$ cat src/rtl/fw_wishbone_amo_initiator.sv
`default_nettype none
// ============================================================================
// Module      : fw_wishbone_amo_initiator
// Description : Single-outstanding Wishbone classic initiator.
//               A request/response handshake front end drives the bus.
//               AMO commands are tagged on i_tgc.
//               Optional watchdog: define FW_WB_AMO_INIT_TIMEOUT_EN to abort
//               a silent bus cycle after TIMEOUT_CYCLES cycles with an error.
// Revision    : 1.0 - initial release
// ============================================================================
module fw_wishbone_amo_initiator #(
    parameter int ADR_WIDTH      = 32,
    parameter int DAT_WIDTH      = 32,
    parameter int TIMEOUT_CYCLES = 256
) (
    input  logic                   clock,
    input  logic                   reset_n,
    // command channel
    input  logic                   req_valid,
    output logic                   req_ready,
    input  logic [ADR_WIDTH-1:0]   req_adr,
    input  logic [DAT_WIDTH-1:0]   req_dat,
    input  logic                   req_we,
    input  logic [DAT_WIDTH/8-1:0] req_sel,
    input  logic [3:0]             req_amo,
    // response channel
    output logic                   rsp_valid,
    input  logic                   rsp_ready,
    output logic [DAT_WIDTH-1:0]   rsp_dat,
    output logic                   rsp_err,
    // Wishbone initiator port
    output logic [ADR_WIDTH-1:0]   i_adr,
    output logic [DAT_WIDTH-1:0]   i_dat_w,
    output logic [DAT_WIDTH/8-1:0] i_sel,
    output logic                   i_we,
    output logic                   i_cyc,
    output logic                   i_stb,
    output logic [3:0]             i_tgc,
    input  logic [DAT_WIDTH-1:0]   i_dat_r,
    input  logic                   i_ack,
    input  logic                   i_err
);

    typedef enum logic [1:0] {
        IDLE = 2'd0,
        BUS  = 2'd1,
        RESP = 2'd2
    } state_t;

    state_t state;
    state_t state_next;

    logic accept;
    logic target_done;
    logic timeout;
    logic bus_done;

    assign accept      = (state == IDLE) && req_valid;
    // Target responses only count while a cycle is actually on the bus.
    assign target_done = (state == BUS) && (i_ack || i_err);
    assign bus_done    = target_done || timeout;

`ifdef FW_WB_AMO_INIT_TIMEOUT_EN
    localparam int CNT_W = (TIMEOUT_CYCLES > 1) ? $clog2(TIMEOUT_CYCLES) : 1;

    logic [CNT_W-1:0] wd_cnt;

    // A real ack/err on the limit edge wins over the watchdog.
    assign timeout = (state == BUS) && !(i_ack || i_err) &&
                     (wd_cnt == CNT_W'(TIMEOUT_CYCLES - 1));

    // Watchdog: cleared on entry to BUS, counts BUS cycles without a response.
    always_ff @(posedge clock or negedge reset_n) begin
        if (!reset_n) begin
            wd_cnt <= '0;
        end else if (accept) begin
            wd_cnt <= '0;
        end else if ((state == BUS) && !(i_ack || i_err) && !timeout) begin
            wd_cnt <= wd_cnt + 1'b1;
        end
    end
`else
    logic unused_timeout_cfg;

    // No watchdog: BUS waits for the target indefinitely.
    assign timeout            = 1'b0;
    assign unused_timeout_cfg = (TIMEOUT_CYCLES != 0);
`endif

    // State register.
    always_ff @(posedge clock or negedge reset_n) begin
        if (!reset_n) begin
            state <= IDLE;
        end else begin
            state <= state_next;
        end
    end

    // Next-state logic and state-decoded handshake/strobe outputs.
    always_comb begin
        state_next = state;
        req_ready  = 1'b0;
        rsp_valid  = 1'b0;
        i_cyc      = 1'b0;
        i_stb      = 1'b0;
        case (state)
            IDLE: begin
                req_ready = 1'b1;
                if (req_valid) begin
                    state_next = BUS;
                end
            end
            BUS: begin
                i_cyc = 1'b1;
                i_stb = 1'b1;
                if (bus_done) begin
                    state_next = RESP;
                end
            end
            RESP: begin
                rsp_valid = 1'b1;
                if (rsp_ready) begin
                    state_next = IDLE;
                end
            end
            default: begin
                state_next = IDLE;
            end
        endcase
    end

    // Command capture; AMOs always write the full word with the code on i_tgc.
    always_ff @(posedge clock or negedge reset_n) begin
        if (!reset_n) begin
            i_adr   <= '0;
            i_dat_w <= '0;
            i_sel   <= '0;
            i_we    <= 1'b0;
            i_tgc   <= 4'd0;
        end else if (accept) begin
            i_adr   <= req_adr;
            i_dat_w <= req_dat;
            if (req_amo != 4'd0) begin
                i_we  <= 1'b1;
                i_sel <= '1;
                i_tgc <= req_amo;
            end else begin
                i_we  <= req_we;
                i_sel <= req_sel;
                i_tgc <= 4'd0;
            end
        end
    end

    // Response capture at termination; error wins when ack and err coincide.
    always_ff @(posedge clock or negedge reset_n) begin
        if (!reset_n) begin
            rsp_dat <= '0;
            rsp_err <= 1'b0;
        end else if (bus_done) begin
            if (target_done) begin
                rsp_dat <= i_dat_r;
                rsp_err <= i_err;
            end else begin
                rsp_dat <= '0;
                rsp_err <= 1'b1;
            end
        end
    end

endmodule
`default_nettype wire

$ cat config.mk
export PLATFORM = sky130hd
export DESIGN_NAME = fw_wishbone_amo_initiator
export DESIGN_NICKNAME = d
export VERILOG_FILES = /design/src/rtl/fw_wishbone_amo_initiator.sv
export SDC_FILE = /design/constraint.sdc
export NUM_CORES = 1
export LEC_CHECK = 0
export BUFFER_PORTS_ARGS = -buffer_cell sky130_fd_sc_hd__buf_2
export CELL_PAD_IN_SITES_DETAIL_PLACEMENT = 1
export CELL_PAD_IN_SITES_GLOBAL_PLACEMENT = 1
export CORE_ASPECT_RATIO = 1.5
export CORE_UTILIZATION = 39
export CTS_BUF_LIST = sky130_fd_sc_hd__clkbuf_8
export DETAILED_ROUTE_END_ITERATION = 7
export PLACE_DENSITY_LB_ADDON = 0.1
export SYNTH_ARGS = -nofsm -noshare
export SYNTH_HDL_FRONTEND = slang
export SYNTH_SLANG_ARGS = --single-unit
export TNS_END_PERCENT = 100
$ cat constraint.sdc
create_clock -name clock -period 2.8 [get_ports clock]
set_input_delay 0.84 -clock clock [delete_from_list [all_inputs] [get_ports clock]]
set_output_delay 0.84 -clock clock [all_outputs]
set_load 0.01 [all_outputs]
**Word level (Yosys, flattened, before mapping)**

Index checks and enable logic that the tools add are counted.

- Register bits after elaboration: 108
- Output and inout port bits: 110
- Word-level logic and storage cells: 29

- Reductions and logical operators: 6
- Equality and inequality tests: 5
- Mux-type cells: 10

Operators with widths:

| operator | count |
|---|---|
| 4-bit 2-to-1 mux | 2 |
| 2-bit 2-to-1 mux | 3 |
| 2-bit inequality test, second input constant | 3 |
| 2-bit one-hot mux with 3 select lines | 1 |
| 1-bit 2-to-1 mux | 4 |
| 4-bit nonzero test | 1 |
| 3-bit AND reduction | 1 |
| 2-bit by 1-bit equality test with 1-bit output, second input constant | 1 |
| 2-bit equality test, second input constant | 1 |
| 1-bit logical AND | 2 |
| 2-bit logical NOT | 1 |
| 1-bit logical OR | 1 |

**Logic depth before layout (Yosys ltp)**

Gate-level depths: netlist of the first run.

- Depth after elaboration: 4
- Depth in mapped cells: 5

**Worst setup path after synthesis of the first run**

No wires, ideal clock.

- Kind: input to register
- Start: in req_valid
- End: reg i_adr[0]
- Data arrival time: 1.742 ns
- Path slack: 0.933 ns
- Stages on the path: 3
- Buffers on the path: 1
- Setup time: 0.125 ns
- Cell sequence: nor3b_4 -> buf_4 -> mux2_2

- Longest elaborated chain between the ends: 1

RTL lines:

| element | line | source |
|---|---|---|
| from (decl) | 19 | `input logic req_valid,` |
| 1-bit logical AND | 58 | `assign accept = (state == IDLE) && req_valid;` |
| to (signal assigned) | 141 | `i_adr <= req_adr;` |
| to (decl) | 32 | `output logic [ADR_WIDTH-1:0] i_adr,` |

Every way passes these cells.
A chain may end at the register's enable or synchronous reset.

**Worst setup path in the final report of the first run**

- Start: reg state[1]
- End: out rsp_valid

- Longest elaborated chain between the ends: 2

RTL lines:

| element | line | source |
|---|---|---|
| from (decl) | 50 | `state_t state;` |
| from (signal assigned) | 95 | `state <= state_next;` |
| 2-bit equality test | 106 | `case (state)` |
| 1-bit 2-to-1 mux | 106 |  |
| to (decl) | 27 | `output logic rsp_valid,` |

Every way passes these cells.

==> impl_metrics.env, run 1 <==
export IMPL_status="finished clean"
export IMPL_layout_drive_gt1_share_pct=72.5
export IMPL_insertion_delay_ps=370
export IMPL_drcViolationCount=0
export IMPL_path_cells="and2b_2, buf_2"
export IMPL_grt_overflow_total=0
export IMPL_clk_pin_slew_ps=100
export IMPL_r2r_end="rsp_dat[1]"
export IMPL_synth_cell_type_count=17
export IMPL_critical_path_class="reg2out"
export IMPL_cts_tree="yes"
export IMPL_hold_path_class="in2async"
export IMPL_grt_max_degree=80
export IMPL_io_pin_count=221
export IMPL_drt_total_wl_um=9900
export IMPL_drv_cap=0
export IMPL_die_height_um=130
export IMPL_power_density_nw_per_um2=1140
export IMPL_setup_viol_count_final=0
export IMPL_synth_warnings=0
export IMPL_syn_inst=248
export IMPL_rows=46
export IMPL_port_buffers=220
export IMPL_grt_pass1_vias=2952
export IMPL_r2r_start="state[0]"
export IMPL_critPathMaxStageDelay_ps=460
export IMPL_ir_drop_mv=0.540
export IMPL_start_kind="flop"
export IMPL_grt_antenna_before_repair=0
export IMPL_place_gp_congestion=0.764
export IMPL_yosys_register_bits=108
export IMPL_grt_usage_pct=17.6
export IMPL_fmax_mhz=490
export IMPL_worst_hold_slack_ps=389
export IMPL_power_frac_seq_pct=41.7
export IMPL_period_share_pct=72.9
export IMPL_slew_headroom_pct=72.6
export IMPL_ctsHoldBuffers=0
export IMPL_worstPathRequired_ps=1960
export IMPL_switching_share_pct=32.5
export IMPL_crit_arrival_ps=1200
export IMPL_syn_avg_cell_area_um2=17.2
export IMPL_antennaDiodeCount=0
export IMPL_worst_r2r_path_depth=4
export IMPL_cts_sinks=108
export IMPL_cts_max_level=3
export IMPL_syn_area_um2=4270
export IMPL_fp_coreArea_um2=10600
export IMPL_hold_viol_final=0
export IMPL_cts_buffers=9
export IMPL_final_min_clock_period_ps=2040
export IMPL_syn_num_nets=359
export IMPL_cp_max_fo=4
export IMPL_grt_pass1_wl_um=15000
export IMPL_die_area_um2=11400
export IMPL_slowest_stage="dfrtp_1"
export IMPL_rsz0062_at_grt="no"
export IMPL_final_max_slew_viol_count=0
export IMPL_via_count=2842
export IMPL_power_frac_comb_pct=42.5
export IMPL_nets=582
export IMPL_p_clk_share_pct=15.8
export IMPL_p_leak_nw=2.82
export IMPL_post_cts_buffers=0
export IMPL_yosysSeqAreaShare_pct=63.4
export IMPL_timing_setup_tns_ps=0
export IMPL_dr_pass1_iters=3
export IMPL_clock_path_buffers=2
export IMPL_routedWlPerCell_um=16.0
export IMPL_cts_resized=0
export IMPL_p_sw_mw=2.11
export IMPL_final_antenna_net_count=0
export IMPL_r2r_slack_ps=970
export IMPL_via_per_inst=4.58
export IMPL_initial_core_util_pct=40.3
export IMPL_cts_root_buf="clkbuf_8"
export IMPL_syn_to_final_growth_pct=33.2
export IMPL_skew_ps=8.36
export IMPL_die_x_um=87.4
export IMPL_dp_hpwl_um=7550
export IMPL_intPower_mw=4.37
export IMPL_end_kind="output port"
export IMPL_worst_pin_slew_ps=412
export IMPL_drt_iter0_drc=69
[layer usage]
| metal | track usage [%] | vias up | share of wire [%] |
|---|---|---|---|
| li1 | - | 1304 | - |
| met1 | 19.7 | 1390 | 37 |
| met2 | 31.2 | 128 | 54 |
| met3 | 4.24 | 20 | 6.3 |
| met4 | 8.49 | 0 | 2.8 |
| met5 | 0 | - | 0 |
[cell type report]
class                           instances  area, µm²
Multi-Input combinational cell        126       1400
Clock buffer                           10        138
Clock inverter                          6       80.1
Sequential cell                       108       2700
Fill cell                            1187       4910
Timing Repair Buffer                  225       1180
Tap cell                              144        180
Inverter                                1       3.75
[power by group through the flow]
stage | clock network (mW) | logic (mW) | registers, mW
2_1_floorplan | 0 | 1.38 | 3.10
3_3_place_gp | 0 | 2.74 | 2.71
3_5_place_dp | 0 | 2.81 | 2.74
4_1_cts | 1.06 | 2.81 | 2.72
5_1_grt | 1.11 | 2.98 | 2.81
6_report | 1.02 | 2.76 | 2.70
[synthesized netlist by cell type]
master,count,area share [%]
buf_12,3,1.4
a21oi_1,5,0.59
nor3b_4,1,0.44
or4_1,1,0.18
nand2_1,1,0.088
nor2_1,12,1.1
a21o_2,1,0.21
inv_1,1,0.088
mux2_4,29,10
nor2b_4,2,0.65
buf_4,3,0.53
and2b_2,1,0.21
mux2_2,71,19
a21o_1,1,0.18
buf_6,7,1.8
dfrtp_1,108,63
a22o_2,1,0.23
[worst max-delay path by stage]
stage / from / end / cells after the start
after global routing: state[0] / i_stb / 2
final: state[1] / rsp_valid / 2
after global placement: i_err / rsp_dat[1] / 5
after floorplan: req_valid / i_adr[0] / 3
after CTS: state[0] / i_stb / 2
after detailed placement: i_err / rsp_dat[1] / 5
[flip-flops by register name, summed over array words and instances (netlist names)]
name	flops
rsp_dat	32
i_tgc	4
rsp_err	1
i_we	1
i_adr	32
i_dat_w	32
i_sel	4
state	2
[metrics by stage]
stage          power [mW]  instances  setup WS (ps)  utilization (%)  area, µm²
2_1_floorplan        4.49        248            933                -       4270
3_3_place_gp         5.46        604            698             51.6       5460
3_5_place_dp         5.55        604            673             51.6       5460
4_1_cts              6.59        620            730             53.6       5680
5_1_grt              6.91        620            688             53.6       5680
6_report             6.48        620            758             53.6       5680
[cells by family (layout without fill, tap and decap cells)]
group,count (synthesis),after routing,synth area share (%)
DFF,108,108,63.4
muxes,100,100,29.0
and+or+nand+nor,18,18,2.61
buffers and inverters,14,242,3.87
AOI/OAI and AO/OA,8,8,1.20
[layout by cell type, fill, tap and decap left out]
| cell type | instances |
|---|---|
| nand2_1 | 1 |
| mux2_2 | 71 |
| or4_1 | 1 |
| nor2_1 | 12 |
| clkinvlp_4 | 1 |
| a21o_1 | 1 |
| clkbuf_8 | 10 |
| buf_12 | 3 |
| nor2b_4 | 2 |
| dfrtp_1 | 108 |
| a22o_2 | 1 |
| clkinv_2 | 1 |
| inv_1 | 3 |
| bufinv_16 | 2 |
| a21o_2 | 1 |
| a21oi_1 | 5 |
| mux2_4 | 29 |
| and2b_2 | 1 |
| nor3b_4 | 1 |
| buf_4 | 3 |
| buf_2 | 219 |
[worst max-delay path, delay by kind of cell, from the launching register on]
kind / cells / cell delay (ps)
buffers and inverters: 1 / 140
DFF: 1 / 460
and+or+nand+nor: 1 / 240
No activity file was read; power rests on OpenSTA's default activity.
==> run 2, diff against run 1 <==
Settings changed: CORE_UTILIZATION 39 to 37.
Clock period 2.8 ns to 1.95 ns, I/O delays scaled along.
==> run 2 against run 1 <==
Routed wire length up 2.4%. First-iteration DRC count down 48%. Sequential power up 44%. Total power is 43% higher. Clock power up 36%. Cell count increased by 0.97%. Die area increased by 5.3%. Critical path depth unchanged. Final area grew 0.40%. Register-to-register slack got worse by 590 ps. Setup slack worse by 590 ps. Largest cell class unchanged. Highest routed layer unchanged.
==> impl_metrics.env, run 2 (synthesis gave the netlist of run 1 again) <==
export IMPL_status="finished clean"
export IMPL_antennaDiodeCount=0
export IMPL_power_density_nw_per_um2=1620
export IMPL_routedWlPerCell_um=16.2
export IMPL_slowest_stage="dfrtp_1"
export IMPL_skew_ps=9.25
export IMPL_layout_common_cells="buf_2 (219), dfrtp_1 (108), mux2_2 (71)"
export IMPL_rsz0062_at_grt="no"
export IMPL_p_leak_nw=2.83
export IMPL_worstPathRequired_ps=1360
export IMPL_worst_hold_slack_ps=156
export IMPL_grt_max_degree=63
export IMPL_end_kind="output port"
export IMPL_clock_path_buffers=2
export IMPL_dr_pass1_iters=2
export IMPL_cp_depth=2
export IMPL_period_share_pct=91.3
export IMPL_grt_antenna_before_repair=0
export IMPL_fill_cells=1207
export IMPL_place_gp_congestion=0.710
export IMPL_rows=47
export IMPL_slew_headroom_pct=67.8
export IMPL_path_cells="nor2b_4, buf_2"
export IMPL_final_antenna_net_count=0
export IMPL_worst_r2r_path_depth=4
export IMPL_port_buffers=220
export IMPL_fp_coreArea_um2=11100
export IMPL_final_max_slew_viol_count=0
export IMPL_worst_pin_slew_ps=484
export IMPL_cts_resized=0
export IMPL_final_common_cell="buf_2"
export IMPL_final_min_clock_period_ps=1780
export IMPL_grt_usage_pct=17.5
export IMPL_cts_tree="yes"
export IMPL_grt_overflow_total=0
export IMPL_grt_pass1_wl_um=15600
export IMPL_initial_core_util_pct=38.4
export IMPL_dp_hpwl_um=7820
export IMPL_fmax_mhz=562
export IMPL_cts_root_buf="clkbuf_8"
export IMPL_nets=585
export IMPL_drt_iter0_drc=36
export IMPL_ir_drop_mv=0.603
export IMPL_hold_viol_final=0
export IMPL_via_per_inst=4.58
export IMPL_insertion_delay_ps=370
export IMPL_layout_drive_gt1_share_pct=72.9
export IMPL_cts_buffers=9
export IMPL_die_height_um=134
export IMPL_critPathMaxStageDelay_ps=440
export IMPL_top_regs="i_adr: 32 flops, i_dat_w: 32 flops, rsp_dat: 32 flops"
export IMPL_cts_max_level=3
export IMPL_die_area_um2=12000
export IMPL_start_kind="flop"
export IMPL_drv_cap=0
export IMPL_grt_pass1_vias=3126
export IMPL_ctsHoldBuffers=0
export IMPL_drcViolationCount=0
export IMPL_critical_path_class="reg2out"
export IMPL_critPathBufInv=1
export IMPL_crit_arrival_ps=1200
export IMPL_die_x_um=89.7
export IMPL_path_delay_family="flip-flops"
export IMPL_cp_max_fo=6
export IMPL_via_count=2868
export IMPL_clk_pin_slew_ps=100
export IMPL_syn_to_final_growth_pct=33.7
export IMPL_post_cts_buffers=0
export IMPL_cts_sinks=108
export IMPL_hold_path_class="in2async"
export IMPL_timing_setup_tns_ps=0
export IMPL_drt_total_wl_um=10100
export IMPL_io_pin_count=221
export IMPL_setup_viol_count_final=0
run 2: power breakdown:
group          switching (mW)  internal [mW]
Clock                   0.756          0.630
Sequential              0.559           3.34
Combinational            1.76           2.21
run 2: through the flow:
stage                     worst slack, ps  util (%)  power [mW]  std cells  area [µm²]
final                                 169      51.3        9.25        626        5700
after global routing                 83.7      51.3        9.89        626        5700
after CTS                             138      51.3        9.43        626        5700
after detailed placement              194      49.5        8.00        610        5500
after global placement                215      49.5        7.85        610        5500
after floorplan                       338         -        6.45        248        4270
run 2: area by class of cell:
type	count	area (µm²)	area share, %
clock inverter	6	63.8	1.12
sequential	108	2700	47.4
inverter	1	3.75	0.0658
timing repair buffer	228	1210	21.3
multi-input combinational	126	1400	24.5
tap	147	184	3.23
clock buffer	10	138	2.41
run 2: metal layers:
layer	up-vias	global-route usage (%)	share of wire, %
li1	1310	-	-
met1	1399	19.5	36
met2	135	29.7	53
met3	24	3.90	7.2
met5	-	0	0
met4	0	10.7	3.8
run 2: path summary, 6_finish.rpt:
path,start,endpoint,slack [ps]
max in group asynchronous,reset_n,rsp_dat[9],1210
worst min-delay path,reset_n,i_dat_w[13],160
min in group clock,req_dat[13],i_dat_w[13],440
worst max register to register,state[0],rsp_dat[0],380
worst min register to register,i_adr[6],i_adr[6],510
worst max-delay path,state[0],i_cyc,170
